[config.mk]
export PLATFORM = sky130hd
export DESIGN_NAME = uart_ram_tx_streamer_flat
export DESIGN_NICKNAME = d
export VERILOG_FILES = /design/src/rtl/uart_ram_tx_streamer_if.sv /design/src/rtl/uart_ram_tx_streamer.sv /design/src/flat_wrapper.sv
export SDC_FILE = /design/constraint.sdc
export NUM_CORES = 1
export LEC_CHECK = 0
export CAP_MARGIN = 20
export CORE_AREA = 10 10 132 158
export DETAILED_ROUTE_END_ITERATION = 6
export DIE_AREA = 0 0 142 168
export GPL_TIMING_DRIVEN = 1
export PLACE_DENSITY = 0.79
export SYNTH_ARGS = -nofsm -noshare
export SYNTH_HDL_FRONTEND = slang
export SYNTH_SLANG_ARGS = --single-unit
[constraint.sdc]
create_clock -name clk_i -period 8.6 [get_ports clk_i]
set_clock_uncertainty 0.1 [all_clocks]
set_input_delay 0.86 -clock clk_i [delete_from_list [all_inputs] [get_ports clk_i]]
set_output_delay 0.86 -clock clk_i [all_outputs]
set_load 0.01 [all_outputs]
[src/rtl/uart_ram_tx_streamer_if.sv]
// RAM read port between the TX streamer and the frame RAM.
//  ram_en_o    1-cycle read enable, one pulse per byte fetched
//  ram_addr_o  read address, ADDR_W bits
//  ram_data_i  read data, valid the cycle after ram_en_o
// master = streamer side, slave = RAM side.
interface uart_ram_tx_streamer_if #(
  parameter int ADDR_W = 17
) ();
  logic              ram_en_o;
  logic [ADDR_W-1:0] ram_addr_o;
  logic [7:0]        ram_data_i;

  modport master (output ram_en_o, output ram_addr_o, input ram_data_i);
  modport slave  (input ram_en_o, input ram_addr_o, output ram_data_i);
endinterface

[src/rtl/uart_ram_tx_streamer.sv]
// Streams a block of bytes from the frame RAM out as 8N1 UART frames, optionally
// followed by an XOR checksum frame.
//  clk_i, rst_i      clock, synchronous active-high reset
//  start_i           start request (honoured only while idle)
//  base_addr_i       first RAM address
//  length_i          number of data bytes
//  baud_div_i        clocks per bit (values below 2 are treated as 2)
//  ram               RAM read port (en / addr / data, data one clock after en)
//  uart_tx_o         serial line, idle high
//  busy_o            transfer in progress
//  byte_sent_o       pulse in last cycle of every stop bit
//  done_o            pulse when a transfer ends
//  byte_count_o      data bytes fully sent in current/last transfer
// All outputs are registered.
module uart_ram_tx_streamer #(
  parameter int ADDR_W      = 17,
  parameter int BAUD_W      = 16,
  parameter bit CHECKSUM_EN = 1'b1
) (
  input  logic                  clk_i,
  input  logic                  rst_i,
  input  logic                  start_i,
  input  logic [ADDR_W-1:0]     base_addr_i,
  input  logic [ADDR_W-1:0]     length_i,
  input  logic [BAUD_W-1:0]     baud_div_i,
  uart_ram_tx_streamer_if.master ram,
  output logic                  uart_tx_o,
  output logic                  busy_o,
  output logic                  byte_sent_o,
  output logic                  done_o,
  output logic [ADDR_W-1:0]     byte_count_o
);

  typedef enum logic [2:0] {
    ST_IDLE, ST_RD_REQ, ST_RD_WAIT, ST_START,
    ST_DATA, ST_STOP, ST_CKSUM_START, ST_FIN
  } state_t;

  state_t            state_r, state_s;
  logic [BAUD_W-1:0] cnt_r, cnt_s, bd_r, bd_s;
  logic [2:0]        bit_r, bit_s;
  logic [ADDR_W-1:0] idx_r, idx_s, len_r, len_s;
  logic [ADDR_W-1:0] ram_addr_r, ram_addr_s, count_r, count_s;
  logic [7:0]        shreg_r, shreg_s, cksum_r, cksum_s;
  logic              ck_r, ck_s, ram_en_r, ram_en_s, tx_r, tx_s;
  logic              busy_r, busy_s, bs_r, bs_s, done_r, done_s;
  logic              bit_end_s, more_s;

  // Bit-timing and remaining-bytes decode; idx_r is the index of the byte on the line.
  always_comb begin
    bit_end_s = (cnt_r == bd_r - BAUD_W'(1));
    more_s    = ((idx_r + ADDR_W'(1)) != len_r);
  end

  // Next-state and next-output logic.
  always_comb begin
    state_s    = state_r;
    cnt_s      = BAUD_W'(0);
    bd_s       = bd_r;
    bit_s      = bit_r;
    idx_s      = idx_r;
    len_s      = len_r;
    shreg_s    = shreg_r;
    cksum_s    = cksum_r;
    ck_s       = ck_r;
    ram_en_s   = 1'b0;
    ram_addr_s = ram_addr_r;
    busy_s     = busy_r;
    bs_s       = 1'b0;
    done_s     = 1'b0;
    count_s    = count_r;
    tx_s       = 1'b1;
    case (state_r)
      ST_IDLE, ST_FIN: begin
        state_s = ST_IDLE;
        busy_s  = 1'b0;
        if (start_i) begin
          count_s = {ADDR_W{1'b0}};
          cksum_s = 8'h00;
          if (length_i != {ADDR_W{1'b0}}) begin
            state_s    = ST_RD_REQ;
            busy_s     = 1'b1;
            len_s      = length_i;
            bd_s       = (baud_div_i < BAUD_W'(2)) ? BAUD_W'(2) : baud_div_i;
            idx_s      = {ADDR_W{1'b0}};
            ck_s       = 1'b0;
            ram_en_s   = 1'b1;
            ram_addr_s = base_addr_i;
          end else begin
            // empty transfer: report completion without touching RAM or the line
            done_s = 1'b1;
          end
        end else begin
          state_s = ST_IDLE;
        end
      end
      ST_RD_REQ: begin
        state_s = ST_RD_WAIT;
      end
      ST_RD_WAIT: begin
        shreg_s = ram.ram_data_i;
        cksum_s = cksum_r ^ ram.ram_data_i;
        state_s = ST_START;
      end
      ST_START, ST_CKSUM_START: begin
        if (bit_end_s) begin
          state_s = ST_DATA;
          bit_s   = 3'd0;
        end else begin
          cnt_s = cnt_r + BAUD_W'(1);
        end
      end
      ST_DATA: begin
        if (bit_end_s) begin
          if (bit_r == 3'd7) begin
            state_s = ST_STOP;
            // prefetch the next byte during the first stop-bit cycle
            if (!ck_r && more_s) begin
              ram_en_s   = 1'b1;
              ram_addr_s = ram_addr_r + ADDR_W'(1);
            end else begin
              ram_en_s = 1'b0;
            end
          end else begin
            bit_s = bit_r + 3'd1;
          end
        end else begin
          cnt_s = cnt_r + BAUD_W'(1);
        end
      end
      ST_STOP: begin
        // registered pulse lands in the last stop-bit cycle (bd >= 2 guarantees this slot)
        if (cnt_r == bd_r - BAUD_W'(2)) begin
          bs_s = 1'b1;
          if (!ck_r) begin
            count_s = count_r + ADDR_W'(1);
          end else begin
            count_s = count_r;
          end
        end else begin
          bs_s = 1'b0;
        end
        // prefetched data is valid in the second stop-bit cycle
        if ((cnt_r == BAUD_W'(1)) && !ck_r && more_s) begin
          shreg_s = ram.ram_data_i;
          cksum_s = cksum_r ^ ram.ram_data_i;
        end else begin
          shreg_s = shreg_r;
        end
        if (bit_end_s) begin
          if (!ck_r && more_s) begin
            state_s = ST_START;
            idx_s   = idx_r + ADDR_W'(1);
          end else if (!ck_r && CHECKSUM_EN) begin
            state_s = ST_CKSUM_START;
            shreg_s = cksum_r;
            ck_s    = 1'b1;
          end else begin
            state_s = ST_FIN;
            busy_s  = 1'b0;
            done_s  = 1'b1;
          end
        end else begin
          cnt_s = cnt_r + BAUD_W'(1);
        end
      end
      default: begin
        state_s = ST_IDLE;
      end
    endcase
    // line level for the cycle the next state occupies
    case (state_s)
      ST_START, ST_CKSUM_START: tx_s = 1'b0;
      ST_DATA:                  tx_s = shreg_s[bit_s];
      default:                  tx_s = 1'b1;
    endcase
  end

  // State and output registers.
  always_ff @(posedge clk_i) begin
    if (rst_i) begin
      state_r    <= ST_IDLE;
      cnt_r      <= BAUD_W'(0);
      bd_r       <= BAUD_W'(2);
      bit_r      <= 3'd0;
      idx_r      <= {ADDR_W{1'b0}};
      len_r      <= {ADDR_W{1'b0}};
      shreg_r    <= 8'h00;
      cksum_r    <= 8'h00;
      ck_r       <= 1'b0;
      ram_en_r   <= 1'b0;
      ram_addr_r <= {ADDR_W{1'b0}};
      tx_r       <= 1'b1;
      busy_r     <= 1'b0;
      bs_r       <= 1'b0;
      done_r     <= 1'b0;
      count_r    <= {ADDR_W{1'b0}};
    end else begin
      state_r    <= state_s;
      cnt_r      <= cnt_s;
      bd_r       <= bd_s;
      bit_r      <= bit_s;
      idx_r      <= idx_s;
      len_r      <= len_s;
      shreg_r    <= shreg_s;
      cksum_r    <= cksum_s;
      ck_r       <= ck_s;
      ram_en_r   <= ram_en_s;
      ram_addr_r <= ram_addr_s;
      tx_r       <= tx_s;
      busy_r     <= busy_s;
      bs_r       <= bs_s;
      done_r     <= done_s;
      count_r    <= count_s;
    end
  end

  assign ram.ram_en_o   = ram_en_r;
  assign ram.ram_addr_o = ram_addr_r;
  assign uart_tx_o      = tx_r;
  assign busy_o         = busy_r;
  assign byte_sent_o    = bs_r;
  assign done_o         = done_r;
  assign byte_count_o   = count_r;

endmodule
[src/flat_wrapper.sv]
// flat-port wrapper written by rule: the top's interface ports become plain ports
module uart_ram_tx_streamer_flat 
#(
  parameter int ADDR_W      = 17,
  parameter int BAUD_W      = 16,
  parameter bit CHECKSUM_EN = 1'b1
)
  (clk_i, rst_i, start_i, base_addr_i, length_i, baud_div_i, uart_tx_o, busy_o, byte_sent_o, done_o, byte_count_o, ram_ram_en_o, ram_ram_addr_o, ram_ram_data_i);
  uart_ram_tx_streamer_if #(.ADDR_W(ADDR_W)) ram_i ();
  input  logic clk_i;
  input  logic rst_i;
  input  logic start_i;
  input  logic [ADDR_W-1:0] base_addr_i;
  input  logic [ADDR_W-1:0] length_i;
  input  logic [BAUD_W-1:0] baud_div_i;
  output logic uart_tx_o;
  output logic busy_o;
  output logic byte_sent_o;
  output logic done_o;
  output logic [ADDR_W-1:0] byte_count_o;
  output wire logic [$bits(ram_i.ram_en_o)-1:0] ram_ram_en_o;
  output wire logic [$bits(ram_i.ram_addr_o)-1:0] ram_ram_addr_o;
  input wire logic [$bits(ram_i.ram_data_i)-1:0] ram_ram_data_i;
  assign ram_ram_en_o = ram_i.ram_en_o;
  assign ram_ram_addr_o = ram_i.ram_addr_o;
  assign ram_i.ram_data_i = ram_ram_data_i;
  uart_ram_tx_streamer #(.ADDR_W(ADDR_W), .BAUD_W(BAUD_W), .CHECKSUM_EN(CHECKSUM_EN)) u_core (.clk_i(clk_i), .rst_i(rst_i), .start_i(start_i), .base_addr_i(base_addr_i), .length_i(length_i), .baud_div_i(baud_div_i), .ram(ram_i), .uart_tx_o(uart_tx_o), .busy_o(busy_o), .byte_sent_o(byte_sent_o), .done_o(done_o), .byte_count_o(byte_count_o));
endmodule
==> results of run 1 <==
==> metal layers <==
| metal | vias up | wire, µm | global-route usage |
|---|---|---|---|
| met4 | 0 | 539 | 0.0797 |
| met3 | 49 | 1780 | 0.0597 |
| met1 | 3627 | 9410 | 0.221 |
| met2 | 274 | 10400 | 0.291 |
| li1 | 3853 | - | - |
| met5 | - | 0 | 0 |
==> power by group <==
group	total, µW	internal, µW	switching (µW)
clock	794	511	283
sequential	695	636	59.1
combinational	406	175	230
==> worst register-to-register path: cells and delay by family (launching register included) <==
kind	cells	cell delay, ns
simple gates	6	2.57
compound gates	3	0.68
flops	1	0.39
fa+ha+maj	1	0.29
xor+xnor	1	0.17
buf+inv	1	0.13
==> metrics by stage <==
stage	instance area (µm²)	hold slack (ns)	cells	total power [µW]
after detailed placement	8960	0.362	1294	1110
final	9630	0.370	1327	1890
after floorplan	7970	0.348	1041	983
after CTS	9600	0.370	1326	1900
after global placement	8960	0.358	1294	1100
after global routing	9630	0.388	1327	1980
==> cells by family after synthesis <==
logic type	synth area share
AO/OA/AOI/OAI	0.204
XOR/XNOR	0.0934
adder cells (fa/ha/maj)	0.0126
buffers and inverters	0.0447
flip-flops	0.322
multiplexers	0.0170
AND/OR/NAND/NOR	0.306
==> worst max path at each step <==
stage	startpoint	endpoint	slack, ns	cells past startpoint
6_report	u_core.bd_r[2]	u_core.ram.ram_addr_o[0]	4.20	12
2_1_floorplan	u_core.bd_r[2]	u_core.idx_r[7]	4.93	13
5_1_grt	u_core.bd_r[2]	u_core.ram.ram_addr_o[0]	3.77	12
3_3_place_gp	length_i[16]	u_core.uart_tx_o	4.27	10
3_5_place_dp	length_i[16]	u_core.uart_tx_o	4.17	10
4_1_cts	u_core.bd_r[2]	u_core.ram.ram_addr_o[0]	4.24	12
==> cells in the mapped netlist (all sizes together) (9+ instances only) <==
cell type	n	area, µm²
nor4	24	190
buf	19	105
xor2	50	438
mux2i	9	90.1
o22ai	16	106
nor3	20	105
nand2	131	494
o21ai	41	205
or3	16	110
and2	10	62.6
nand3	38	195
a211oi	15	113
a21boi	10	75.1
clkbuf	55	206
nor2	114	430
dfxtp	128	2560
nand4	34	240
a21oi	93	469
inv	11	41.3
and3	30	188
o211ai	9	67.6
nand2b	13	81.3
xnor2	35	307
a31oi	16	100
==> flip-flops by register name (all words and copies together), names as in the netlist, 8 cells and up <==
| signal | cells |
|---|---|
| u_core.idx_r | 17 |
| u_core.bd_r | 16 |
| u_core.shreg_r | 8 |
| u_core.ram.ram_addr_o | 17 |
| u_core.cnt_r | 16 |
| u_core.len_r | 17 |
| u_core.cksum_r | 8 |
| u_core.byte_count_o | 17 |
==> final cells by class <==
class	count	area, µm²	share of cell area
clock buffer	21	470	0.0488
clock inverter	11	176	0.0183
inverter	12	45.0	0.00468
multi-input combinational	827	5050	0.525
sequential	128	2560	0.266
tap	224	280	0.0291
timing repair buffer	104	1040	0.108
==> impl_metrics.py, run 1 <==
metrics = {
    "floorplanning": {
        "core_area_mm2": 0.0178,
        "dieArea_mm2": 0.0239,
        "die_w_um": 142,
        "initial_core_util": 0.447,
        "die_h_um": 168,
        "pin_count": 100,
        "floorplan.rows": 54,
    },
    "critical_path": {
        "worstSetupStartpointType": "register",
        "worst_setup_path_end_kind": "register",
        "timing.setup.critical_path_class": "reg -> reg",
        "cp_max_delay_cell": "sky130_fd_sc_hd__or2_1",
        "arrival_ns": 4.64,
        "cpLargestDelayFamily": "simple AND/OR/NAND/NOR gates",
        "critical-path-max-stage-delay_ns": 0.63,
        "path_buf_inv": 1,
        "critical_path.reg2reg.startpoint": "u_core.bd_r[2]",
        "setup.reg_to_reg.worst_slack_ns": 4.20,
        "critPathRequiredTime_ns": 8.84,
        "worstReg2RegEnd": "u_core.ram.ram_addr_o[0]",
        "worst_r2r_path_depth": 12,
        "path_cells": "inv_1 > ha_1 > or4b_1 > xnor2_1 > nor3_1 > nand4b_2 > nor4_4 > nand4_1 > a21boi_0 > or2_1 > a21oi_1 > a311oi_1",
        "critPathMaxFanout": 23,
    },
    "power_and_ir_drop": {
        "power_leakage_uw": 0.00346,
        "ir_drop_v": 0.000149,
        "power_per_cell_area_mw_per_mm2": 197,
    },
    "route": {
        "starting_drt_drc_count": 611,
        "drt_pass1_iterations": 5,
        "route.detailed.drc": 0,
        "wl_per_cell_um": 16.7,
        "totalWireLength_mm": 22.1,
        "ant_nets": 0,
        "vias_per_cell": 5.88,
        "total_number_of_vias": 7803,
    },
    "synth": {
        "netlist_instances": 1041,
        "synthArstFlopShare": 0,
        "number_of_synthesized_register_bits": 128,
        "syn-cell-area_mm2": 0.00797,
        "synth-edff-count": 0,
        "postSynthNetCount": 1110,
        "yosys_warnings": 0,
        "synth.avg_cell_area_um2": 7.66,
        "yosys.cell_types.count": 85,
        "synth_top_flop_cell": "sky130_fd_sc_hd__dfxtp_1",
        "synth-seq-area-share": 0.322,
    },
    "global_routing": {
        "gr-total-overflow": 0,
        "first_global_vias": 7554,
        "grt_pass1_wl_mm": 36.9,
        "grt_antenna_before_repair": 0,
        "gr-usage-all-layers": 0.183,
        "grt_max_degree": 87,
    },
    "clocking": {
        "ctsRootBufferMaster": "sky130_fd_sc_hd__clkbuf_16",
        "clock-sinks": 128,
        "clock_tree.buffer_depth": 2,
        "htreeDepth": 4,
        "clk_pin_slew_ns": 0.06,
        "holdBufCountCts": 0,
        "cts_tree": "done",
        "cts_setup_buffers": 0,
        "cts_resized": 0,
        "insertion_delay_to_the_later_sink_of_the_worst_skew_pair_ns": 0.43,
        "cts_inserted_buffers": 17,
    },
    "sta": {
        "final_period_minus_worst_setup_slack_ns": 4.40,
        "relative_slew_slack": 0.348,
        "fmaxAchievable_ghz": 0.227,
        "min_period_over_period": 0.512,
        "timing.final.hold_violations": 0,
        "setup_repair_after_global_routing_missed_its_margin": "no",
        "finalSetupTns_ns": 0,
        "setup_violating_endpoint_count_in_the_final_report": 0,
        "report.final.slew_viol_count": 0,
        "layout_setup_ws_ns": 4.20,
        "worst-slew-pin-transition_ns": 0.974,
    },
    "layout": {
        "nNetsFinal": 1159,
        "final_layout_size_suffix_gt1_frac": 0.0680,
        "post-route-util": 0.540,
        "layout.filler_cells": 1653,
        "most-common-layout-cells": "130 x sky130_fd_sc_hd__nand2_1, 128 x sky130_fd_sc_hd__dfxtp_1, 112 x sky130_fd_sc_hd__nor2_1",
        "final_common_cell": "sky130_fd_sc_hd__nand2_1",
        "insertedDiodeCount": 0,
        "area_delta_synth_final_pct": 20.8,
    },
    "status": {
        "status": "finished, final reports clean",
    },
    "place": {
        "buffer_ports.inserted": 99,
        "post-place-ws_ns": 4.17,
        "globalplace.congestion": 0.974,
        "dpl.hpwl_mm": 15.7,
    },
    "hold_path": {
        "whs_endpoint": "u_core.len_r[14]",
        "min_delay_startpoint": "u_core.len_r[14]",
        "worst_hold_path.num_cells": 2,
        "worstHoldPathType": "reg -> reg",
    },
    "job": {
        "timing.max_cap.violations": 0,
    },
}
(Power assumes the default switching activity.)
==> inputs of run 2 (changes only) <==
==> constraint.sdc (replaced) <==
create_clock -name clk_i -period 4.1 [get_ports clk_i]
set_clock_uncertainty 0.1 [all_clocks]
set_input_delay 0.41 -clock clk_i [delete_from_list [all_inputs] [get_ports clk_i]]
set_output_delay 0.41 -clock clk_i [all_outputs]
set_load 0.01 [all_outputs]
==> run 2 against run 1 <==
  * Sequential share of layout area decreased by 0.076 points
  * Worst hold slack got worse by 0.0014 ns
  * Largest cell class unchanged
  * Critical path depth decreased by 2
  * Total power increased by 100%
  * First-iteration DRC count increased by 1.5%
  * Final cell count increased by 0.98%
  * Clock power increased by 86%
  * Fmax increased by 15%
  * Wire length increased by 2.3%
  * Combinational power increased by 120%
  * Worst setup slack got worse by 3.9 ns
==> impl_metrics.py, run 2 (same netlist as run 1, synthesis figures left out) <==
metrics = {
    "floorplanning": {
        "core_area_mm2": 0.0178,
        "dieArea_mm2": 0.0239,
        "initial_core_util": 0.447,
        "pin_count": 100,
        "die_h_um": 168,
        "floorplan.rows": 54,
        "die_w_um": 142,
    },
    "route": {
        "route.detailed.drc": 0,
        "starting_drt_drc_count": 620,
        "drt_pass1_iterations": 7,
        "totalWireLength_mm": 22.6,
        "ant_nets": 0,
        "vias_per_cell": 5.92,
        "total_number_of_vias": 7930,
        "wl_per_cell_um": 16.9,
    },
    "power_and_ir_drop": {
        "power_leakage_uw": 0.00350,
        "power_switching_share": 0.316,
        "ir_drop_v": 0.000289,
        "switching_power_summed_over_all_nets_uw": 1210,
        "pwr_total_uw": 3830,
        "clock_network_power_share": 0.387,
        "power.combinational.fraction": 0.233,
        "p_int_uw": 2620,
        "power_per_cell_area_mw_per_mm2": 396,
        "seq_power_share": 0.381,
    },
    "status": {
        "status": "finished, final reports clean",
    },
    "clocking": {
        "clock_tree.buffer_depth": 2,
        "holdBufCountCts": 0,
        "clock-sinks": 128,
        "cts_tree": "done",
        "clk_pin_slew_ns": 0.06,
        "insertion_delay_to_the_later_sink_of_the_worst_skew_pair_ns": 0.43,
        "ctsRootBufferMaster": "sky130_fd_sc_hd__clkbuf_16",
        "htreeDepth": 4,
        "cts_inserted_buffers": 17,
    },
    "global_routing": {
        "gr-usage-all-layers": 0.186,
        "grt_pass1_wl_mm": 37.5,
        "grt_antenna_before_repair": 0,
        "first_global_vias": 7515,
        "gr-total-overflow": 0,
        "grt_max_degree": 61,
    },
    "critical_path": {
        "arrival_ns": 4.04,
        "critPathMaxFanout": 17,
        "timing.setup.critical_path_class": "reg -> reg",
        "critPathRequiredTime_ns": 4.31,
        "worst_setup_path_endpoint": "u_core.uart_tx_o",
        "setup.reg_to_reg.worst_slack_ns": 0.27,
        "worst_r2r_path_depth": 10,
        "critical_path.reg2reg.startpoint": "u_core.bd_r[4]",
        "worst_setup_path_end_kind": "register",
        "crit_start": "u_core.bd_r[4]",
        "worstSetupStartpointType": "register",
        "worstReg2RegEnd": "u_core.uart_tx_o",
    },
    "sta": {
        "setup_violating_endpoint_count_in_the_final_report": 0,
        "setup_repair_after_global_routing_missed_its_margin": "no",
        "fmaxAchievable_ghz": 0.261,
        "report.final.slew_viol_count": 0,
        "final_period_minus_worst_setup_slack_ns": 3.83,
        "timing.final.hold_violations": 0,
        "min_period_over_period": 0.934,
        "relative_slew_slack": 0.376,
        "finalSetupTns_ns": 0,
        "worst-slew-pin-transition_ns": 0.932,
    },
    "hold_path": {
        "min_delay_startpoint": "u_core.len_r[13]",
        "worstHoldPathType": "reg -> reg",
    },
    "layout": {
        "nNetsFinal": 1172,
        "most-common-layout-cells": "130 x sky130_fd_sc_hd__nand2_1, 128 x sky130_fd_sc_hd__dfxtp_1, 112 x sky130_fd_sc_hd__nor2_1",
        "final_common_cell": "sky130_fd_sc_hd__nand2_1",
        "insertedDiodeCount": 0,
        "final_layout_size_suffix_gt1_frac": 0.0806,
        "area_delta_synth_final_pct": 21.2,
        "layout.filler_cells": 1712,
    },
    "place": {
        "dpl.hpwl_mm": 16.2,
        "globalplace.congestion": 0.960,
        "buffer_ports.inserted": 99,
    },
    "job": {
        "timing.max_cap.violations": 0,
    },
}
## run 2: through the flow
step | worst slack (ns) | hold slack, ns | cells | util | cell area [µm²]
after floorplan | 0.426 | 0.348 | 1041 | - | 7970
after global placement | 0.302 | 0.356 | 1308 | 0.509 | 9070
after detailed placement | 0.219 | 0.363 | 1308 | 0.509 | 9070
after CTS | 0.206 | 0.371 | 1340 | 0.541 | 9650
after global routing | 0.0210 | 0.397 | 1340 | 0.542 | 9660
final | 0.271 | 0.369 | 1340 | 0.542 | 9660
## run 2: what timing repair did
action	in CTS	in global routing
setup endpoints to repair	0	6
resized for setup	0	3
setup buffers	0	0
endpoints found under the hold margin	0	0
## run 2: layout make-up
| class | instances | area [µm²] | share of cell area |
|---|---|---|---|
| multi-input cells | 827 | 5070 | 0.524 |
| flip-flops and latches | 128 | 2560 | 0.265 |
| repair buffers | 117 | 1130 | 0.117 |
| clock buffers | 18 | 429 | 0.0444 |
| well taps | 224 | 280 | 0.0290 |
| clock inverters | 14 | 143 | 0.0148 |
| inverters | 12 | 45.0 | 0.00466 |
## run 2: worst min path at each step
stage                  endpoint  slack, ns  depth (start not counted)
6_report       u_core.len_r[13]       0.37                          2
5_1_grt        u_core.len_r[13]       0.40                          2
4_1_cts        u_core.len_r[13]       0.37                          2
3_5_place_dp   u_core.len_r[13]       0.36                          2
3_3_place_gp   u_core.len_r[13]       0.36                          2
2_1_floorplan   u_core.len_r[0]       0.35                          2
## run 2: power groups by stage
stage	sequential, µW	combinational [µW]	clock [µW]
CTS	1450	883	1500
finish	1460	890	1480
floorplan	1430	635	0
global placement	1470	868	0
detailed placement	1480	877	0
global route	1470	988	1550
## run 2: critical path, stage by stage (launching register included)
cell                       delay (ns)
sky130_fd_sc_hd__dfxtp_1         0.40
sky130_fd_sc_hd__nor3_2          0.78
sky130_fd_sc_hd__a31oi_1         0.20
sky130_fd_sc_hd__nor4_2          0.37
sky130_fd_sc_hd__nand4b_2        0.25
sky130_fd_sc_hd__or3_1           0.54
sky130_fd_sc_hd__o311ai_4        0.27
sky130_fd_sc_hd__a21oi_2         0.11
sky130_fd_sc_hd__or3_4           0.39
sky130_fd_sc_hd__a311oi_2        0.24
sky130_fd_sc_hd__a211oi_1        0.07
## run 2: metal layers
metal	up-vias	part of all wire	global-route usage
li1	3897	-	-
met1	3759	0.43	0.220
met2	235	0.48	0.308
met3	39	0.070	0.0571
met4	0	0.023	0.0694
met5	-	0	0
